<file path="config.mk">
export PLATFORM = sky130hd
export DESIGN_NAME = path_replayer
export DESIGN_NICKNAME = d
export VERILOG_FILES = /design/src/rtl/path_replayer.sv
export SDC_FILE = /design/constraint.sdc
export NUM_CORES = 1
export LEC_CHECK = 0
export ABC_AREA = 0
export CORE_MARGIN = 5
export CORE_UTILIZATION = 54
export CTS_BUF_LIST = sky130_fd_sc_hd__clkbuf_16
export CTS_CLUSTER_DIAMETER = 60
export DETAILED_ROUTE_END_ITERATION = 8
export GPL_ROUTABILITY_DRIVEN = 0
export HOLD_SLACK_MARGIN = 0.08
export PLACE_DENSITY = 0.83
export SKIP_LAST_GASP = 1
export SYNTH_ARGS = -nofsm -noshare
export SYNTH_HDL_FRONTEND = slang
export SYNTH_SLANG_ARGS = --single-unit
</file>
<file path="constraint.sdc">
create_clock -name CLK -period 2.9 [get_ports CLK]
set_input_delay 0.58 -clock CLK [delete_from_list [all_inputs] [get_ports CLK]]
set_output_delay 0.58 -clock CLK [all_outputs]
set_load 0.03 [all_outputs]
</file>
<file path="src/rtl/path_replayer.sv">
// Replays a solved maze path from (0,0), one popped Move per step, and streams every
// visited cell on a valid/ready port; flags saturation errors and whether the path ends on the finish cell.
module path_replayer #(
   parameter int N              = 4,
   parameter int DIRECTION_SIZE = 2,
   parameter int CNT_W          = 8
) (
   input  logic                      CLK,
   input  logic                      RST,
   input  logic                      start,
   input  logic [DIRECTION_SIZE-1:0] Move,
   input  logic                      complete_read,
   output logic                      en_read,
   output logic [N-1:0]              out_x,
   output logic [N-1:0]              out_y,
   output logic                      out_valid,
   input  logic                      out_ready,
   output logic [CNT_W-1:0]          steps,
   output logic                      done,
   output logic                      path_ok,
   output logic                      error
);

   typedef enum logic [2:0] {
      S_IDLE  = 3'd0,
      S_EMIT  = 3'd1,
      S_CHECK = 3'd2,
      S_STEP  = 3'd3,
      S_DONE  = 3'd4
   } state_t;

   localparam logic [N-1:0]              MAX_C   = {N{1'b1}};
   localparam logic [N-1:0]              ZERO_C  = {N{1'b0}};
   localparam logic [CNT_W-1:0]          MAX_CNT = {CNT_W{1'b1}};
   localparam logic [DIRECTION_SIZE-1:0] MV_YDEC = DIRECTION_SIZE'(2'b00);
   localparam logic [DIRECTION_SIZE-1:0] MV_XINC = DIRECTION_SIZE'(2'b01);
   localparam logic [DIRECTION_SIZE-1:0] MV_XDEC = DIRECTION_SIZE'(2'b10);
   localparam logic [DIRECTION_SIZE-1:0] MV_YINC = DIRECTION_SIZE'(2'b11);

   state_t           r_state;
   state_t           w_next;
   logic [N-1:0]     r_x;
   logic [N-1:0]     r_y;
   logic [CNT_W-1:0] r_steps;
   logic             r_error;
   logic             r_path_ok;
   logic             r_done;
   logic             r_out_valid;
   logic             r_en_read;
   logic [N-1:0]     w_nx;
   logic [N-1:0]     w_ny;
   logic             w_wrap;
   logic             w_sat;
   logic             w_end_ok;
   logic             w_start_ok;

   assign w_sat      = (r_steps == MAX_CNT);
   assign w_end_ok   = (r_x == MAX_C) && (r_y == MAX_C) && !r_error;
   assign w_start_ok = start && ((r_state == S_IDLE) || (r_state == S_DONE));

   // State register
   always_ff @(posedge CLK or posedge RST) begin
      if (RST) begin
         r_state <= S_IDLE;
      end else begin
         r_state <= w_next;
      end
   end

   // Next-state logic
   always_comb begin
      w_next = r_state;
      case (r_state)
         S_IDLE, S_DONE: begin
            if (start) begin
               w_next = S_EMIT;
            end else begin
               w_next = r_state;
            end
         end
         S_EMIT: begin
            if (out_ready) begin
               w_next = S_CHECK;
            end else begin
               w_next = S_EMIT;
            end
         end
         S_CHECK: begin
            if (complete_read) begin
               w_next = S_DONE;
            end else begin
               w_next = S_STEP;
            end
         end
         S_STEP:  w_next = S_EMIT;
         default: w_next = S_IDLE;
      endcase
   end

   // Next cell: a move off the grid edge saturates and is reported as a wrap
   always_comb begin
      w_nx   = r_x;
      w_ny   = r_y;
      w_wrap = 1'b0;
      case (Move)
         MV_YDEC: begin
            if (r_y == ZERO_C) begin
               w_wrap = 1'b1;
            end else begin
               w_ny = r_y - N'(1);
            end
         end
         MV_XINC: begin
            if (r_x == MAX_C) begin
               w_wrap = 1'b1;
            end else begin
               w_nx = r_x + N'(1);
            end
         end
         MV_XDEC: begin
            if (r_x == ZERO_C) begin
               w_wrap = 1'b1;
            end else begin
               w_nx = r_x - N'(1);
            end
         end
         MV_YINC: begin
            if (r_y == MAX_C) begin
               w_wrap = 1'b1;
            end else begin
               w_ny = r_y + N'(1);
            end
         end
         default: begin
            w_wrap = 1'b0;
         end
      endcase
   end

   // Datapath and registered status outputs
   always_ff @(posedge CLK or posedge RST) begin
      if (RST) begin
         r_x         <= ZERO_C;
         r_y         <= ZERO_C;
         r_steps     <= {CNT_W{1'b0}};
         r_error     <= 1'b0;
         r_path_ok   <= 1'b0;
         r_done      <= 1'b0;
         r_out_valid <= 1'b0;
         r_en_read   <= 1'b0;
      end else begin
         r_done      <= (w_next == S_DONE);
         r_out_valid <= (w_next == S_EMIT);
         // the pop strobe lines up exactly with the STEP cycle
         r_en_read   <= (w_next == S_STEP) && !complete_read;
         if (w_start_ok) begin
            r_x       <= ZERO_C;
            r_y       <= ZERO_C;
            r_steps   <= {CNT_W{1'b0}};
            r_error   <= 1'b0;
            r_path_ok <= 1'b0;
         end else if ((r_state == S_STEP) && !complete_read) begin
            r_x <= w_nx;
            r_y <= w_ny;
            if (w_sat) begin
               r_steps <= r_steps;
            end else begin
               r_steps <= r_steps + CNT_W'(1);
            end
            r_error <= r_error | w_wrap | w_sat;
         end else if ((r_state == S_CHECK) && complete_read) begin
            r_path_ok <= w_end_ok;
         end else begin
            r_x <= r_x;
         end
      end
   end

   assign en_read   = r_en_read;
   assign out_x     = r_x;
   assign out_y     = r_y;
   assign out_valid = r_out_valid;
   assign steps     = r_steps;
   assign done      = r_done;
   assign path_ok   = r_path_ok;
   assign error     = r_error;

endmodule
</file>
# Word level (Yosys, flattened, before mapping)
# Cells that the tools add are included.
# W data, S select, Z words.
[word_totals]
register_bits = 24
output_inout_bits = 21
[op_classes]
n_addsub = 5
eq_ne = 19
n_mux = 27
bitwise = 2
reduce_logical = 22
[op_table]
columns = ["cell", "count"]
rows = [
  ["$mux W4", 8],
  ["$mux W8", 3],
  ["$pmux W4 S2", 2],
  ["$ne A3 B3 Y1 const B", 4],
  ["$pmux W3 S4", 1],
  ["$eq A3 B2 Y1 const B", 3],
  ["$mux W1", 9],
  ["$add A4 B1 Y4 const B", 2],
  ["$add A8 B1 Y8 const B", 1],
  ["$eq A4 B4 Y1 const B", 2],
  ["$eq A8 B8 Y1 const B", 1],
  ["$logic_not A4 Y1", 2],
  ["$reduce_and A4 Y1", 2],
  ["$sub A4 B1 Y4 const B", 2],
  ["$eq A3 B1 Y1 const B", 2],
  ["$eq A3 B3 Y1 const B", 2],
  ["$logic_and A1 B1 Y1", 6],
  ["$mux W3", 2],
  ["$reduce_bool A3 Y1", 2],
  ["$eq A2 B2 Y1 const B", 2],
  ["$pmux W1 S4", 1],
  ["$reduce_and A2 Y1", 2],
  ["$reduce_bool A2 Y1", 2],
  ["$logic_not A3 Y1", 1],
  ["9 further kinds", 11],
]

# Logic depth before layout (Yosys ltp)
# Gate-level depths: netlist (run 1).
[depth]
depth_word = 7
depth_mapped = 7
depth_no_buf = 7

# Worst setup path after synthesis (run 1)
# No wires, ideal clock.
[synth_timing]
path_kind = "input to register"
from = "in Move[0]"
to = "reg r_x[3], in the netlist out_x[3]"
setup_ns = 0.079
arrival_time_ns = 1.803
slack_ns = 1.017
path_stages = 7
path_buffers = 0
path_cell_list = "nand2b_1 -> inv_1 -> ha_1 -> a21oi_1 -> a21oi_1 -> nor4_2 -> mux2i_1"
[synth_between]
elab_chain_len = 4
word_cells_on_any_way = 9
[synth_rtl]
columns = ["item", "line_no", "text"]
rows = [
  ["start, declared", "11", "input logic [DIRECTION_SIZE-1:0] Move,"],
  ["$eq A2 B2 Y1 / $eq A2 B1 Y1 (equally long branches)", "105", "case (Move)"],
  ["$pmux W4 S2", "105", ""],
  ["$mux W4", "162", "end else if ((r_state == S_STEP) && !complete_read) begin"],
  ["$mux W4", "156", "if (w_start_ok) begin"],
  ["end signal, assigned", "163", "r_x <= w_nx;"],
  ["end signal, assigned", "174", "r_x <= r_x;"],
  ["end, declared", "42", "logic [N-1:0] r_x;"],
]
# Several ways; a longest one is shown, not always the timed one. The select of a mux whose other input is x is not followed.
# A chain may end at the register's enable or synchronous reset.

# Worst setup path after layout (run 1)
# Ends and elaborated chain as after synthesis.

==> impl_results.md, run 1 <==
* WHS at 0.534 ns
* Reg-to-reg startpoint: r_state[0]
* Post-CTS Setup Bufs at 0
* FF-to-FF setup slack at 0.87 ns
* Die area at 3840 µm²
* Post-synthesis mux area share at 0.0428
* HP Class: flop to flop
* Layout cells sized above 1 at 0.0710
* Rows at 18
* Final Slew Violations at 0
* Synth Flop Type: dfrtp_1
* CP endpoint: out_x[3]
* Final setup viols at 0
* FF+latch count, synth at 24
* Final hold viol count at 0
* Antenna diode count at 0
* Synthesized area per cell at 9.42 µm²
* Critical path class: input pin to flop
* Worst Setup End Kind: flop
* Reg clk slew, reported paths at 0.06 ns
* Die X at 62 µm
* Vias at 1,339
* Complex-gate fraction of the synthesized area at 0.156
* Final wirelength at 3.42 mm
* CP Launch Type: input pin
* Post-Synth XOR/XNOR Area at 0.0180
* I/O Buffers at 27
* Mapped Nets at 169
* H-tree levels at 1
* Hold Crit Start: path_ok
* Most used cell, CP: a21oi_1
* Tot GR Track Use at 0.204
* Run status: finished clean
* First-pass GRT wire length at 5.91 mm
* Nets at 198
* Delay-heaviest family, CP: buffers and inverters
* TNS Setup at 0 ns
* Slowest cell delay on critical path at 0.58 ns
* PwrDens at 981 nW/µm²
* Seq/Total Area, Yosys at 0.411
* Measured slew at the worst slew-check pin at 0.886 ns
* Leak Pwr at 0.767 nW
* Period utilization at 0.859
* Crit path launch: Move[0]
* Core box area at 2520 µm²
* Peak supply drop at 603 µV
* Required time worst endpoint at 3.07 ns
* Initial antenna violation count at 0
* FF-to-FF path depth at 4
* Final min period at 2.49 ns
* Max cap viols at 0
* CTS root buf: clkbuf_16
* FF-to-FF End: out_x[1]
* Synthesized area at 1460 µm²
* Routed length per placed instance at 16.1 µm
* DR pass1 iterations at 4
* Unrepaired setup endpoints after global routing: no
* Pin count of the biggest net entering global routing at 25
* DRC viols at 0
* CTS tree: yes
* Asr flop ratio synth at 1.00
* GRT overflow at 0
* Synth Area in Adders at 0.0703
* DRT antenna net count at 0
* CP Max Fanout at 6
* Yosys Warn Count at 0
* PnR worst setup slack at 0.408 ns
* Vias in the first global route at 1,325
* Clock Path Buffers at 2
* HPWL after detailed placement at 2.50 mm
* Main combinational cell family by area after synthesis: simple AND/OR/NAND/NOR gates
* Clock Sinks at 24
* EDFF count, synth at 0
* Worst skew pair latency at 0.26 ns
* Simple-Gate Fraction of Synth Area at 0.270
* Final clock skew at 0.00560 ns
* Slew headroom at 0.409
* Buf/Inv on CP at 2
* Crit path depth at 8
* DRT iter0 DRCs at 85
* IO Count at 28
* P&R area growth vs syn at 27.2%
* Mapped Cells at 155
* WP data arrival at 2.66 ns
* Cts hold-fix bufs at 0
* Number of buffers created by CTS at 3
* Die height at 62 µm
* Initial core utilization at 0.579
* Slowest cell on crit path: clkdlybuf4s50_1
* Synth cell types at 40
* DP Worst Slack at 0.166 ns
* Critical path, cell by cell: clkdlybuf4s50_1 > nand2b_1 > inv_1 > ha_1 > a21oi_1 > a21oi_1 > nor4_2 > mux2i_1
* Final Util at 0.736
* F_max at 0.401 GHz
* PostCTS Resize Cnt at 0
* Post-DR vias/cell at 6.29
==> registers in the layout (all words and copies together) (netlist names) <==
| name | cells |
|---|---|
| path_ok | 1 |
| en_read | 1 |
| steps | 8 |
| out_valid | 1 |
| out_y | 4 |
| done | 1 |
| r_state | 3 |
| error | 1 |
| out_x | 4 |
==> how the worst min path moves through the flow <==
stage	to	slack, ns	cells after the start
2_1_floorplan	r_state[1]	0.49	1
3_3_place_gp	path_ok	0.52	2
3_5_place_dp	path_ok	0.52	2
4_1_cts	path_ok	0.53	2
5_1_grt	r_state[1]	0.59	1
6_report	path_ok	0.53	2
==> synth_stat cells (2+ instances only) <==
cell type  instances  area, µm²
ha_1               5       62.6
nor4b_1            2       17.5
or4_1              3       22.5
nor3_1             3       15.0
mux2i_1            4       40.0
nand3_1           10       50.1
clkbuf_1           2       7.51
or2_2              3       18.8
inv_1              6       22.5
nand4_1            4       25.0
nand2b_1           3       18.8
nand2_1           10       37.5
a21oi_1           18       90.1
nor4_1             2       12.5
nor2b_1            2       12.5
or3_1              6       37.5
fa_1               2       40.0
dfrtp_1           24        601
nor2_1            13       48.8
xor2_1             3       26.3
o21ai_0           11       55.1
==> power breakdown <==
group / switching, mW / internal [mW]
clock: 0.115 / 0.274
sequential: 0.163 / 0.427
combinational: 0.480 / 0.362
==> cells in the final DEF (no fill, tap or decap), types with 3 or more instances in the layout <==
master	n
a21oi_1	18
or2_2	3
ha_1	5
mux2i_1	4
o21ai_0	11
nand4_1	4
inv_1	6
clkbuf_16	3
nand2_1	10
nand2b_1	3
nand3_1	10
clkdlybuf4s50_1	27
nor2_1	13
nor3_1	3
dfrtp_1	24
or3_1	6
or4_1	3
xor2_1	3
==> through the flow <==
step	instance area, µm²	std cells	power, mW
detailed placement	1750	209	1.43
global placement	1750	209	1.39
finish	1860	213	1.82
global route	1860	213	1.95
CTS	1860	213	1.83
floorplan	1460	155	1.15
==> cells by family (layout without fill, tap and decap cells) <==
family	Yosys count	count (layout)
and+or+nand+nor	68	68
muxes	5	5
DFF	24	24
adders and majority gates	7	7
buffers and inverters	10	38
AOI/OAI and AO/OA	38	38
xor gates and xnor gates	3	3
==> worst min-delay path, stage by stage, from the launching register on <==
cell and delay, ns:
dfrtp_1 0.35, a21oi_1 0.06, nor2_1 0.08
==> final cells by class <==
class / instances / area [µm²]
Clock inverter: 1 / 30.0
Fill cell: 193 / 666
Multi-Input combinational cell: 121 / 813
Inverter: 6 / 22.5
Clock buffer: 3 / 75.1
Tap cell: 30 / 37.5
Timing Repair Buffer: 28 / 278
Sequential cell: 24 / 601
==> per-layer routing <==
layer | share of wire | wire length, µm | GRT usage
met1 | 0.43 | 1470 | 0.260
met2 | 0.51 | 1750 | 0.351
met3 | 0.046 | 159 | 0.0393
met4 | 0.013 | 44 | 0.0576
met5 | 0 | 0 | 0
Note: power is estimated with default switching activity, not from simulation.
==> inputs of run 2 (changes only) <==
CORE_UTILIZATION = 29   (was 54)
PLACE_DENSITY = unset   (was 0.83)
==> run 2 against run 1 <==
- cell area increased by 3.7%
- worst setup slack improved by 0.13 ns
- maximum frequency increased by 5.6%
- critical endpoint unchanged
- highest routed layer unchanged
- sequential power decreased by 1%
- largest cell class unchanged
- critical path depth unchanged
==> impl_results.md, run 2 (synthesized netlist as in run 1, its figures left out) <==
* Most used routing layer: met1
* PostCTS Resize Cnt at 0 (unchanged)
* Die height at 81.0 µm (+31%)
* TNS Setup at 0 ns (unchanged)
* I/O Buffers at 27 (unchanged)
* Worst Setup End Kind: flop
* Final hold viol count at 0 (unchanged)
* Tot GR Track Use at 0.119 (-0.0852)
* Slew headroom at 0.698 (+0.289)
* Rows at 25 (+7)
* Pin count of the biggest net entering global routing at 25 (unchanged)
* CP Max Fanout at 6 (unchanged)
* Clock Sinks at 24 (unchanged)
* DRC viols at 0 (unchanged)
* Post-CTS Setup Bufs at 0 (unchanged)
* Initial antenna violation count at 0 (unchanged)
* Period utilization at 0.814 (-0.0458)
* Max cap viols at 0 (unchanged)
* Number of buffers created by CTS at 3 (unchanged)
* Post-DR vias/cell at 5.06 (-19%)
* Unrepaired setup endpoints after global routing: no
* Most used cell, CP: a21oi_1
* Layout fillers at 516 (+170%)
* Core box area at 4820 µm² (+91%)
* PwrDens at 943 nW/µm² (-3.9%)
* PnR worst setup slack at 0.541 ns (+0.133 ns)
* Measured slew at the worst slew-check pin at 0.449 ns (-0.437 ns)
* Critical path class: input pin to flop
* Critical path, cell by cell: clkdlybuf4s50_1 > nand2b_1 > inv_1 > ha_1 > a21oi_1 > a21oi_1 > nor4_2 > mux2i_1
* Most frequent cells in the layout: clkdlybuf4s50_1 (27), dfrtp_1 (24), a21oi_1 (18)
* Vias in the first global route at 1,276 (-3.7%)
* CTS tree: yes
* Delay-heaviest family, CP: buffers and inverters
* HPWL after detailed placement at 2.41 mm (-3.5%)
* Leak Pwr at 0.780 nW (+1.8%)
* Final Power at 1.82 mW (-0.31%)
* DR pass1 iterations at 4 (unchanged)
* Final min period at 2.36 ns (-0.133 ns)
* Clock Path Buffers at 2 (unchanged)
* Peak supply drop at 353 µV (-42%)
* Reg clk slew, reported paths at 0.06 ns (about the same)
* Number of flip-flops in the largest register at 8 (unchanged)
* First-pass GRT wire length at 6.10 mm (+3.1%)
* Final Slew Violations at 0 (unchanged)
* Final setup viols at 0 (unchanged)
* Cts hold-fix bufs at 0 (unchanged)
* HP Class: flop to flop
* Buf/Inv on CP at 2 (unchanged)
* IO Count at 28 (unchanged)
* Most common cell after layout, fill and taps aside: clkdlybuf4s50_1
* H-tree levels at 1 (unchanged)
* GRT overflow at 0 (unchanged)
* P&R area growth vs syn at 31.9%
* Antenna diode count at 0 (unchanged)
* Die X at 81.0 µm (+31%)
* GR Util met2 at 0.171 (-0.180)
* Met3 usage at 0.0244 (-0.0149)
* Worst skew pair latency at 0.26 ns (about the same)
* Final wirelength at 3.32 mm (-3.1%)
* DP Worst Slack at 0.268 ns (+0.102 ns)
* CP Launch Type: input pin
* F_max at 0.424 GHz (+5.6%)
* Grt met1 use at 0.171 (-0.0887)
* Nets at 201 (+1.5%)
* Run status: finished clean
* Vias at 1,281 (-4.3%)
* Slowest cell delay on critical path at 0.57 ns (about the same)
* Final clock skew at 0.00148 ns (-0.00412 ns)
* WP data arrival at 2.54 ns (-0.12 ns)
* Layout cells sized above 1 at 0.0860 (+0.0150)
* DRT iter0 DRCs at 46 (-46%)
* Routed length per placed instance at 13.1 µm (-18%)
* CTS root buf: clkbuf_16
* Initial core utilization at 0.303 (-0.276)
* Die area at 6550 µm² (+70%)
* DRT antenna net count at 0 (unchanged)
* Required time worst endpoint at 3.09 ns (+0.02 ns)
* Slowest cell on crit path: clkdlybuf4s50_1
[run 2: cell count changes in the layout (fill, tap and decap cells not counted), sizes merged]
cell  delta
buf      +3
[run 2: layout make-up]
class                           count  area, µm²  share of cell area
Multi-Input combinational cell    121        813               0.422
Sequential cell                    24        601               0.312
Timing Repair Buffer               31        300               0.156
Tap cell                           67       83.8              0.0435
Clock buffer                        3       75.1              0.0390
Clock inverter                      1       30.0              0.0156
Inverter                            6       22.5              0.0117
[run 2: metrics by stage]
| step | hold WS [ns] | cells | instance area (µm²) | utilization |
|---|---|---|---|---|
| after floorplan | 0.487 | 155 | 1460 | - |
| after global placement | 0.529 | 249 | 1820 | 0.378 |
| after detailed placement | 0.533 | 249 | 1820 | 0.378 |
| after CTS | 0.546 | 253 | 1930 | 0.400 |
| after global routing | 0.609 | 253 | 1930 | 0.400 |
| final | 0.535 | 253 | 1930 | 0.400 |
[run 2: worst reg2reg max path: stages, from the launching register on]
cell     delay, ns
dfrtp_1       0.50
nor3b_4       0.44
nor2_1        0.13
buf_4         0.18
or3_1         0.37
a21oi_1       0.14
[run 2: power breakdown]
group,internal (mW),total (mW),switching (mW),leakage [nW]
Clock,0.274,0.394,0.120,0.0511
Combinational,0.377,0.839,0.462,0.407
Sequential,0.428,0.582,0.154,0.323
[run 2: worst paths after layout]
path	startpoint	cells after the start	slack (ns)	end
max reg2reg	r_state[1]	5	1.06	out_y[2]
min reg2reg	path_ok	2	0.53	path_ok
max in group asynchronous	RST	3	2.00	out_x[3]
max	Move[0]	8	0.54	out_x[3]
min in group asynchronous	RST	3	0.66	steps[1]
min	path_ok	2	0.53	path_ok
[run 2: metal layers]
layer | part of all wire | wire length [µm]
met4 | 0.018 | 60
met3 | 0.048 | 159
met2 | 0.43 | 1420
met1 | 0.51 | 1680
met5 | 0 | 0
==> inputs of run 3 (changes only) <==
clock period = 2.5 ns   (was 2.9 ns; I/O delays follow)
==> run 3 against run 2 <==
- clock power down 12%
- sequential cell count is the same
- combinational power grew 17%
- worst hold slack improved by 0.0064 ns
- wire length decreased by 0.97%
- sequential power up 16%
- final cell count increased by 1.6%
- count of clock-buffer cells in the layout unchanged
- clock skew about the same
- total power up 10%
- worst setup slack worse by 0.20 ns
- largest cell class unchanged
==> impl_results.md, run 3 (synthesized netlist as in run 1, its figures left out) <==
* Die X at 81.0 µm (unchanged)
* Most frequent cells in the layout: clkdlybuf4s50_1 (27), dfrtp_1 (24), a21oi_1 (18)
* Initial antenna violation count at 0 (unchanged)
* Crit path launch: Move[1]
* PostCTS Resize Cnt at 0 (unchanged)
* Switching pwr at 0.850 mW (+15%)
* P&R area growth vs syn at 32.1%
* Vias in the first global route at 1,219 (-4.5%)
* Slowest cell delay on critical path at 0.50 ns (-0.07 ns)
* Die area at 6550 µm² (unchanged)
* WP data arrival at 2.34 ns (-0.20 ns)
* Final wirelength at 3.28 mm (-0.97%)
* Post-route cell area at 1930 µm² (+0.19%)
* Vias at 1,275 (-0.47%)
* CP Max Fanout at 5 (-1)
* Nets at 205 (+2.0%)
* DR pass1 iterations at 4 (unchanged)
* Seq pwr share at 0.338 (+0.017)
* Critical path, cell by cell: clkdlybuf4s50_1 > nand2_1 > ha_1 > a21oi_1 > nand3_1 > a211oi_1 > mux2i_1
* Placed Area at 1850 µm² (+1.6%)
* HPWL after detailed placement at 2.42 mm (+0.65%)
* DR top layer: met4
* DP Worst Slack at 0.0886 ns (-0.180 ns)
* Most common cell after layout, fill and taps aside: clkdlybuf4s50_1
* First-pass GRT wire length at 5.72 mm (-6.2%)
* Number of buffers created by CTS at 3 (unchanged)
* Internal at 1.15 mW (+6.5%)
* I/O Buffers at 27 (unchanged)
* DRC viols at 0 (unchanged)
* TNS Setup at 0 ns (unchanged)
* Unrepaired setup endpoints after global routing: no
* GRT overflow at 0 (unchanged)
* Max cap viols at 0 (unchanged)
* Slowest cell on crit path: clkdlybuf4s50_1
* Number of flip-flops in the largest register at 8 (unchanged)
* Final Slew Violations at 0 (unchanged)
* Leak Pwr at 0.788 nW (+0.99%)
* Final clock skew at 0.00166 ns (+0.000177 ns)
* Combinational power share at 0.490 (+0.028)
* Switch share at 0.425 (+0.0196)
* Post-CTS Setup Bufs at 0 (unchanged)
* WHS at 0.541 ns (+0.00637 ns)
* WL met1 at 1.71 mm (+1.5%)
* Tot GR Track Use at 0.110 (-0.00895)
* Core box area at 4820 µm² (unchanged)
* H-tree levels at 1 (unchanged)
* Initial core utilization at 0.303 (unchanged)
* PnR worst setup slack at 0.341 ns (-0.199 ns)
* Metal2 WL at 1.38 mm (-2.5%)
* Peak supply drop at 368 µV (+4.4%)
* HP Class: flop to flop
* Reg-to-reg startpoint: r_state[0]
* Reg clk slew, reported paths at 0.06 ns (about the same)
* Die height at 81.0 µm (unchanged)
* Clock Path Buffers at 2 (unchanged)
* Antenna diode count at 0 (unchanged)
* Routed length per placed instance at 12.8 µm (-2.5%)
* DRT iter0 DRCs at 74 (+61%)
* Run status: finished clean
* Rows at 25 (unchanged)
* Worst skew pair latency at 0.25 ns (about the same)
* Period utilization at 0.863
* Critical path class: input pin to flop
* Measured slew at the worst slew-check pin at 0.721 ns (+0.272 ns)
* Clock Sinks at 24 (unchanged)
* Worst Setup End Kind: flop
* DRT antenna net count at 0 (unchanged)
* Hold Crit Start: path_ok
* CTS root buf: clkbuf_16
* Clock share of power at 0.172 (-0.045)
* Post-DR vias/cell at 4.96 (-2.0%)
* Final min period at 2.16 ns
* PwrDens at 1040 nW/µm² (+9.9%)
* Cts hold-fix bufs at 0 (unchanged)
* Pin count of the biggest net entering global routing at 25 (unchanged)
* Final hold viol count at 0 (unchanged)
* WL met3 at 169 µm (+6.3%)
* F_max at 0.463 GHz
* CTS tree: yes
* IO Count at 28 (unchanged)
* Final setup viols at 0 (unchanged)
* Delay-heaviest family, CP: compound AO/OA/AOI/OAI gates
* Slew headroom at 0.517 (-0.181)
* Required time worst endpoint at 2.68 ns (-0.41 ns)
* Buf/Inv on CP at 1 (-1)
* CP Launch Type: input pin
* Layout cells sized above 1 at 0.100 (+0.0140)
run 3: cell types whose count changed in the layout (fill, tap and decap cells not counted), sizes merged:
cell    before  now
buf          4    8
bufinv       1    0
clkinv       0    1
run 3: tightest hold or removal path, stage by stage, from the launching register on:
cell     delay [ns]
dfrtp_1        0.35
a21oi_1        0.07
nor2_1         0.08
run 3: metal layers:
metal	vias to the layer above	GRT usage
met2	28	0.162
met3	4	0.0200
met1	598	0.159
met5	-	0
met4	0	0.0422
li1	645	-
run 3: through the flow:
stage / util / power, mW / std cells
after floorplan: - / 1.33 / 155
after global placement: 0.384 / 1.66 / 253
after detailed placement: 0.384 / 1.67 / 253
after CTS: 0.401 / 2.02 / 257
after global routing: 0.401 / 2.17 / 257
final: 0.401 / 2.00 / 257
run 3: worst paths after layout:
kind / slack [ns] / cells after the start / end
min in group asynchronous: 0.59 / 3 / steps[1]
hold reg to reg: 0.54 / 2 / path_ok
setup / recovery: 0.34 / 7 / out_y[3]
hold / removal: 0.54 / 2 / path_ok
setup reg to reg: 0.63 / 4 / out_x[1]
max in group asynchronous: 1.67 / 3 / out_x[3]
run 3: area by class of cell:
| class | count | area (µm²) |
|---|---|---|
| flip-flops and latches | 24 | 601 |
| well taps | 67 | 83.8 |
| inverters | 6 | 22.5 |
| clock buffers | 3 | 75.1 |
| repair buffers | 35 | 330 |
| clock inverters | 1 | 3.75 |
| multi-input cells | 121 | 813 |
| fillers | 507 | 2890 |
run 3: power groups by stage:
stage | sequential [mW] | clock [mW] | combinational [mW]
finish | 0.675 | 0.345 | 0.980
CTS | 0.674 | 0.355 | 0.992
floorplan | 0.789 | 0 | 0.541
detailed placement | 0.680 | 0 | 0.986
global route | 0.703 | 0.379 | 1.09
global placement | 0.685 | 0 | 0.976
